==> config.mk <==
export PLATFORM = sky130hd
export DESIGN_NAME = instr_fetch_unit_flat
export DESIGN_NICKNAME = d
export VERILOG_FILES = /design/src/rtl/instr_fetch_unit_if.sv /design/src/rtl/instr_fetch_unit.sv /design/src/flat_wrapper.sv
export SDC_FILE = /design/constraint.sdc
export NUM_CORES = 1
export LEC_CHECK = 0
export CORE_MARGIN = 3
export CORE_UTILIZATION = 52
export DETAILED_ROUTE_END_ITERATION = 16
export GPL_TIMING_DRIVEN = 1
export PLACE_DENSITY = 0.79
export SYNTH_ARGS = -nofsm -noshare
export SYNTH_HDL_FRONTEND = slang
export SYNTH_SLANG_ARGS = --single-unit
==> constraint.sdc <==
create_clock -name clk -period 2.9 [get_ports clk]
set_clock_uncertainty 0.05 [all_clocks]
set_input_delay 0.58 -clock clk [delete_from_list [all_inputs] [get_ports clk]]
set_output_delay 0.58 -clock clk [all_outputs]
set_load 0.01 [all_outputs]
==> src/rtl/instr_fetch_unit_if.sv <==
// Instruction fetch bus: RAM read port, redirect input and the
// instruction-register valid/ready handshake.
// master = fetch unit side, slave = RAM / control unit / IR side.
interface instr_fetch_unit_if #(
    parameter int unsigned ADDR_W = 8
);
    logic              fetch_en;
    logic              redirect_en;
    logic [ADDR_W-1:0] redirect_addr;
    logic              rd_en;
    logic [ADDR_W-1:0] rd_adress;
    logic [7:0]        mem_rdata;
    logic [23:0]       instr_word;
    logic              instr_valid;
    logic              instr_ready;
    logic [ADDR_W-1:0] instr_pc;

    modport master (
        input  fetch_en, redirect_en, redirect_addr, mem_rdata, instr_ready,
        output rd_en, rd_adress, instr_word, instr_valid, instr_pc
    );

    modport slave (
        output fetch_en, redirect_en, redirect_addr, mem_rdata, instr_ready,
        input  rd_en, rd_adress, instr_word, instr_valid, instr_pc
    );
endinterface

==> src/rtl/instr_fetch_unit.sv <==
// Instruction fetch unit: reads 3-byte instructions (opcode, operand1,
// operand2) from an 8-bit RAM with one-cycle read latency, assembles a
// 24-bit word and offers it to the instruction register via valid/ready.
// Owns the fetch PC; redirect_en aborts any in-flight fetch.
// Optional macro FETCH_STATS_EN adds saturating fetch_count/stall_count.
module instr_fetch_unit #(
    parameter int unsigned ADDR_W   = 8,
    parameter int unsigned RESET_PC = 0
) (
    input  logic                clk,
    input  logic                rst,
    instr_fetch_unit_if.master  bus
`ifdef FETCH_STATS_EN
    ,
    output logic [15:0]         fetch_count,
    output logic [15:0]         stall_count
`endif
);

    localparam logic [ADDR_W-1:0] RST_PC = ADDR_W'(RESET_PC);

    typedef enum logic [2:0] {
        IDLE,
        ISS0,
        ISS1,
        ISS2,
        CAP2,
        HOLD
    } state_t;

    state_t            state_q, state_d;
    logic [ADDR_W-1:0] pc_q, pc_d;
    logic [ADDR_W-1:0] addr_q, addr_d;
    logic [7:0]        b0_q, b0_d;
    logic [7:0]        b1_q, b1_d;
    logic [23:0]       word_q, word_d;
    logic              valid_q, valid_d;
    logic [ADDR_W-1:0] ipc_q, ipc_d;
    logic              xfer;

    // Only HOLD raises valid, so ready outside HOLD never counts as a transfer.
    assign xfer = valid_q & bus.instr_ready;

    assign bus.rd_en       = (state_q == ISS0) || (state_q == ISS1) || (state_q == ISS2);
    assign bus.rd_adress   = addr_q;
    assign bus.instr_word  = word_q;
    assign bus.instr_valid = valid_q;
    assign bus.instr_pc    = ipc_q;

    // Next-state logic: redirect overrides everything; the read address is
    // prepared one cycle ahead so it is already stable in each issue cycle.
    always_comb begin
        state_d = state_q;
        pc_d    = pc_q;
        addr_d  = addr_q;
        b0_d    = b0_q;
        b1_d    = b1_q;
        word_d  = word_q;
        valid_d = valid_q;
        ipc_d   = ipc_q;
        if (bus.redirect_en) begin
            // A HOLD transfer in this cycle still completes on the IR side;
            // only the PC source changes. The data returning next cycle lands
            // in ISS0/IDLE, which never capture, so it is dropped.
            pc_d    = bus.redirect_addr;
            addr_d  = bus.redirect_addr;
            valid_d = 1'b0;
            state_d = bus.fetch_en ? ISS0 : IDLE;
        end else begin
            case (state_q)
                IDLE: begin
                    if (bus.fetch_en) begin
                        state_d = ISS0;
                        addr_d  = pc_q;
                    end
                end
                ISS0: begin
                    addr_d  = pc_q + ADDR_W'(1);
                    state_d = ISS1;
                end
                ISS1: begin
                    b0_d    = bus.mem_rdata;
                    addr_d  = pc_q + ADDR_W'(2);
                    state_d = ISS2;
                end
                ISS2: begin
                    b1_d    = bus.mem_rdata;
                    state_d = CAP2;
                end
                CAP2: begin
                    word_d  = {b0_q, b1_q, bus.mem_rdata};
                    ipc_d   = pc_q;
                    valid_d = 1'b1;
                    state_d = HOLD;
                end
                HOLD: begin
                    if (xfer) begin
                        valid_d = 1'b0;
                        pc_d    = pc_q + ADDR_W'(3);
                        if (bus.fetch_en) begin
                            state_d = ISS0;
                            addr_d  = pc_q + ADDR_W'(3);
                        end else begin
                            state_d = IDLE;
                        end
                    end
                end
                default: state_d = IDLE;
            endcase
        end
    end

    // FSM and all registered outputs; async reset drops any partial fetch.
    always_ff @(posedge clk or posedge rst) begin
        if (rst) begin
            state_q <= IDLE;
            pc_q    <= RST_PC;
            addr_q  <= '0;
            b0_q    <= '0;
            b1_q    <= '0;
            word_q  <= '0;
            valid_q <= 1'b0;
            ipc_q   <= '0;
        end else begin
            state_q <= state_d;
            pc_q    <= pc_d;
            addr_q  <= addr_d;
            b0_q    <= b0_d;
            b1_q    <= b1_d;
            word_q  <= word_d;
            valid_q <= valid_d;
            ipc_q   <= ipc_d;
        end
    end

`ifdef FETCH_STATS_EN
    logic [15:0] fetch_cnt_q;
    logic [15:0] stall_cnt_q;

    assign fetch_count = fetch_cnt_q;
    assign stall_count = stall_cnt_q;

    // Saturating counters of transfers and HOLD cycles without ready; only reset clears them.
    always_ff @(posedge clk or posedge rst) begin
        if (rst) begin
            fetch_cnt_q <= '0;
            stall_cnt_q <= '0;
        end else begin
            if (xfer && (fetch_cnt_q != '1)) begin
                fetch_cnt_q <= fetch_cnt_q + 16'd1;
            end
            if ((state_q == HOLD) && !bus.instr_ready && (stall_cnt_q != '1)) begin
                stall_cnt_q <= stall_cnt_q + 16'd1;
            end
        end
    end
`endif

endmodule

==> src/flat_wrapper.sv <==
// flat-port wrapper written by rule: the top's interface ports become plain ports
module instr_fetch_unit_flat 
#(
    parameter int unsigned ADDR_W   = 8,
    parameter int unsigned RESET_PC = 0
)
  (clk, rst, bus_fetch_en, bus_redirect_en, bus_redirect_addr, bus_mem_rdata, bus_instr_ready, bus_rd_en, bus_rd_adress, bus_instr_word, bus_instr_valid, bus_instr_pc);
  instr_fetch_unit_if #(.ADDR_W(ADDR_W)) bus_i ();
  input  logic clk;
  input  logic rst;
  input wire logic [$bits(bus_i.fetch_en)-1:0] bus_fetch_en;
  input wire logic [$bits(bus_i.redirect_en)-1:0] bus_redirect_en;
  input wire logic [$bits(bus_i.redirect_addr)-1:0] bus_redirect_addr;
  input wire logic [$bits(bus_i.mem_rdata)-1:0] bus_mem_rdata;
  input wire logic [$bits(bus_i.instr_ready)-1:0] bus_instr_ready;
  output wire logic [$bits(bus_i.rd_en)-1:0] bus_rd_en;
  output wire logic [$bits(bus_i.rd_adress)-1:0] bus_rd_adress;
  output wire logic [$bits(bus_i.instr_word)-1:0] bus_instr_word;
  output wire logic [$bits(bus_i.instr_valid)-1:0] bus_instr_valid;
  output wire logic [$bits(bus_i.instr_pc)-1:0] bus_instr_pc;
  assign bus_i.fetch_en = bus_fetch_en;
  assign bus_i.redirect_en = bus_redirect_en;
  assign bus_i.redirect_addr = bus_redirect_addr;
  assign bus_i.mem_rdata = bus_mem_rdata;
  assign bus_i.instr_ready = bus_instr_ready;
  assign bus_rd_en = bus_i.rd_en;
  assign bus_rd_adress = bus_i.rd_adress;
  assign bus_instr_word = bus_i.instr_word;
  assign bus_instr_valid = bus_i.instr_valid;
  assign bus_instr_pc = bus_i.instr_pc;
  instr_fetch_unit #(.ADDR_W(ADDR_W), .RESET_PC(RESET_PC)) u_core (.clk(clk), .rst(rst), .bus(bus_i));
endmodule
==> run metrics <==
worst-margin pin slew=roughly 660 ps; number of global-route vias before repair=2620; Power Dens Cells=between 900 and 1000 nW/um2; Synth Net Count=about 330; CTS tree=yes; Routed WL=7.89 mm; Worst slew margin=56.0%; DP HPWL=5.58 mm; Crit path required time=2270 ps; final core utilization=68.3%; sequential area share after synthesis=49.3%; most frequent cell after synthesis=dfrtp_1; setup TNS=0 ps; Root Driver=clkbuf_8; VDD IR max=0.604 mV; number of flops mapped to enable cells by yosys=0; Synth Instances=304; Final ANT Viol Nets=0; flops & latches, synth=68; Worst path max stage delay=710 ps; average size of a mapped cell=about 11 um2; worst hold slack=between 400 and 500 ps; 1st-pass router iterations=4; Tcrit/Tclk final=83.9%; cells along the critical path=nor2_1 > nor2_1 > clkdlybuf4s50_1; total global routing overflow=0; I/O Buffers=62; cell accounting for the most synthesized area=dfrtp_1; core box area=6390 um2; initial antenna violation count=0; Final Net Count=~400; starting density of the core=approximately 54%; Critical-path top delay cell=dfrtp_1; diodes inserted=0; pre-CTS WS=around 320 ps; clock tree buffer depth=2; Placer Congestion=around 0.9; CP Class=reg2out; TritonCTS buffer count=9; post-CTS setup buffers=0; post-route insts no fill=448; Synth Flop Type=dfrtp_1; Clk Latency, worst-skew pair=350 ps; H-tree levels=3; Die Y=87.4 um; f_max=411 MHz; Leak=1.84 nW; largest net degree at the start of global routing=46; Startpoint Class=flop; # rows=29; first-pass GRT wire length=~13 mm; Syn. warnings=0; DRC=0; list of most frequent post-synthesis cells=dfrtp_1 (68), mux2_2 (47), nand2_1 (23); hold path depth=2; critical path peak fanout=18; Die Area=about 7600 um2; Max-Cap Viols=0; CTS clk-pin slew, worst paths=80 ps; worst reg2reg path depth=4; Placed Instances=432; routed vias/inst=approximately 5.8; Area Growth Syn to Fin=26.5%; post-DR wirelength/cell=17.6 um; Boundary Pins=63; post-CTS sizing=0; Total GRT Usage=22.3%; RSZ-0062 raised after global routing=no; via count=2602; ranking of synthesized cells by area=dfrtp_1 (49%), mux2_2 (15%), nand2_1 (2.5%); Hold Buf Count CTS=0; final setup fails=0; CTS sink cnt=68; HP Class=reg2reg; Critical Path AT=1800 ps; post-layout min period=2430 ps; share of cells above drive strength 1=approximately a quarter; mapped cell area=3450 um2; status=finished clean; die span in x=87.4 um; final max-slew violation count=0; Final Worst Setup Slack=467 ps; Post-synth ARST share=100%; post-synth cell types=60; top cell type's share of synthesized area=49.3%; drt initial violations=248; Top cell by count, worst path=nor2_1; Critical Path Sink Type=output port; final hold vios=0
## flip-flops by register name (all words and copies together) (netlist names)
name	count
u_core.pc_q	8
u_core.bus.instr_pc	8
u_core.b1_q	8
u_core.bus.instr_valid	1
u_core.bus.instr_word	24
u_core.b0_q	8
u_core.bus.rd_adress	8
u_core.state_q	3
## placed cells by master (no fill, tap or decap), types with 3 or more instances in the layout
master,Yosys,layout
nand2b_1,4,4
clkdlybuf4s50_1,0,62
a221oi_1,3,3
nand3_1,4,4
inv_1,9,8
mux2i_1,5,5
mux2_2,47,47
nor2_1,17,17
nand2_1,23,23
nor3_1,5,5
xnor2_1,8,8
ha_1,4,4
mux2_1,3,3
xor2_1,3,3
a21oi_1,9,9
o21ai_0,13,13
clkbuf_8,0,9
dfrtp_1,68,68
nor2b_1,5,5
o31ai_1,5,5
inv_6,0,3
buf_4,2,9
## cells by family after synthesis
logic type	count (synthesis)	synth area share, %
AO/OA/AOI/OAI	55	11.1
XOR/XNOR	11	2.79
adder cells (fa/ha/maj)	4	1.45
buffers and inverters	32	4.46
flip-flops	68	49.3
multiplexers	55	17.8
AND/OR/NAND/NOR	79	13.1
## layout make-up
type | instances | area, um2
multi-input cells | 204 | 1590
well taps | 77 | 96.3
clock buffers | 9 | 124
clock inverters | 7 | 82.6
fillers | 474 | 2020
repair buffers | 73 | 728
flip-flops and latches | 68 | 1700
inverters | 10 | 37.5
## power by group
group	internal, W	total, W	leakage (nW)	switching, W
Clock	0.000411	0.000814	0.0988	0.000402
Sequential	0.00131	0.00159	0.852	0.000277
Combinational	0.000916	0.00158	0.889	0.000660
## through the flow
step,area [um2],total power [W]
finish,4360,0.00398
CTS,4360,0.00402
floorplan,3450,0.00243
detailed placement,4160,0.00318
global placement,4160,0.00313
global route,4360,0.00422
## worst max-delay path, delay by kind of cell (launching register included)
| family | cells | cell delay [ps] |
|---|---|---|
| buffers and inverters | 1 | 550 |
| flip-flops | 1 | 710 |
| AND/OR/NAND/NOR | 2 | 190 |
## final timing paths
check | start | end | slack (ps)
setup / recovery | u_core.state_q[1] | bus_rd_en | 470
hold / removal | u_core.bus.rd_adress[0] | u_core.bus.rd_adress[0] | 440
setup reg to reg | u_core.state_q[0] | u_core.b0_q[3] | 610
hold reg to reg | u_core.bus.rd_adress[0] | u_core.bus.rd_adress[0] | 440
max in group asynchronous | rst | u_core.bus.instr_pc[3] | 1640
min in group asynchronous | rst | u_core.pc_q[7] | 540
## per-layer routing
metal | up-vias | part of all wire, % | track usage [%]
met5 | - | 0 | 0
met3 | 11 | 8.1 | 6.15
met1 | 1258 | 42 | 29.2
li1 | 1216 | - | -
met2 | 117 | 49 | 35.2
met4 | 0 | 1.5 | 8.51
Power figures use the tool's default switching activity.
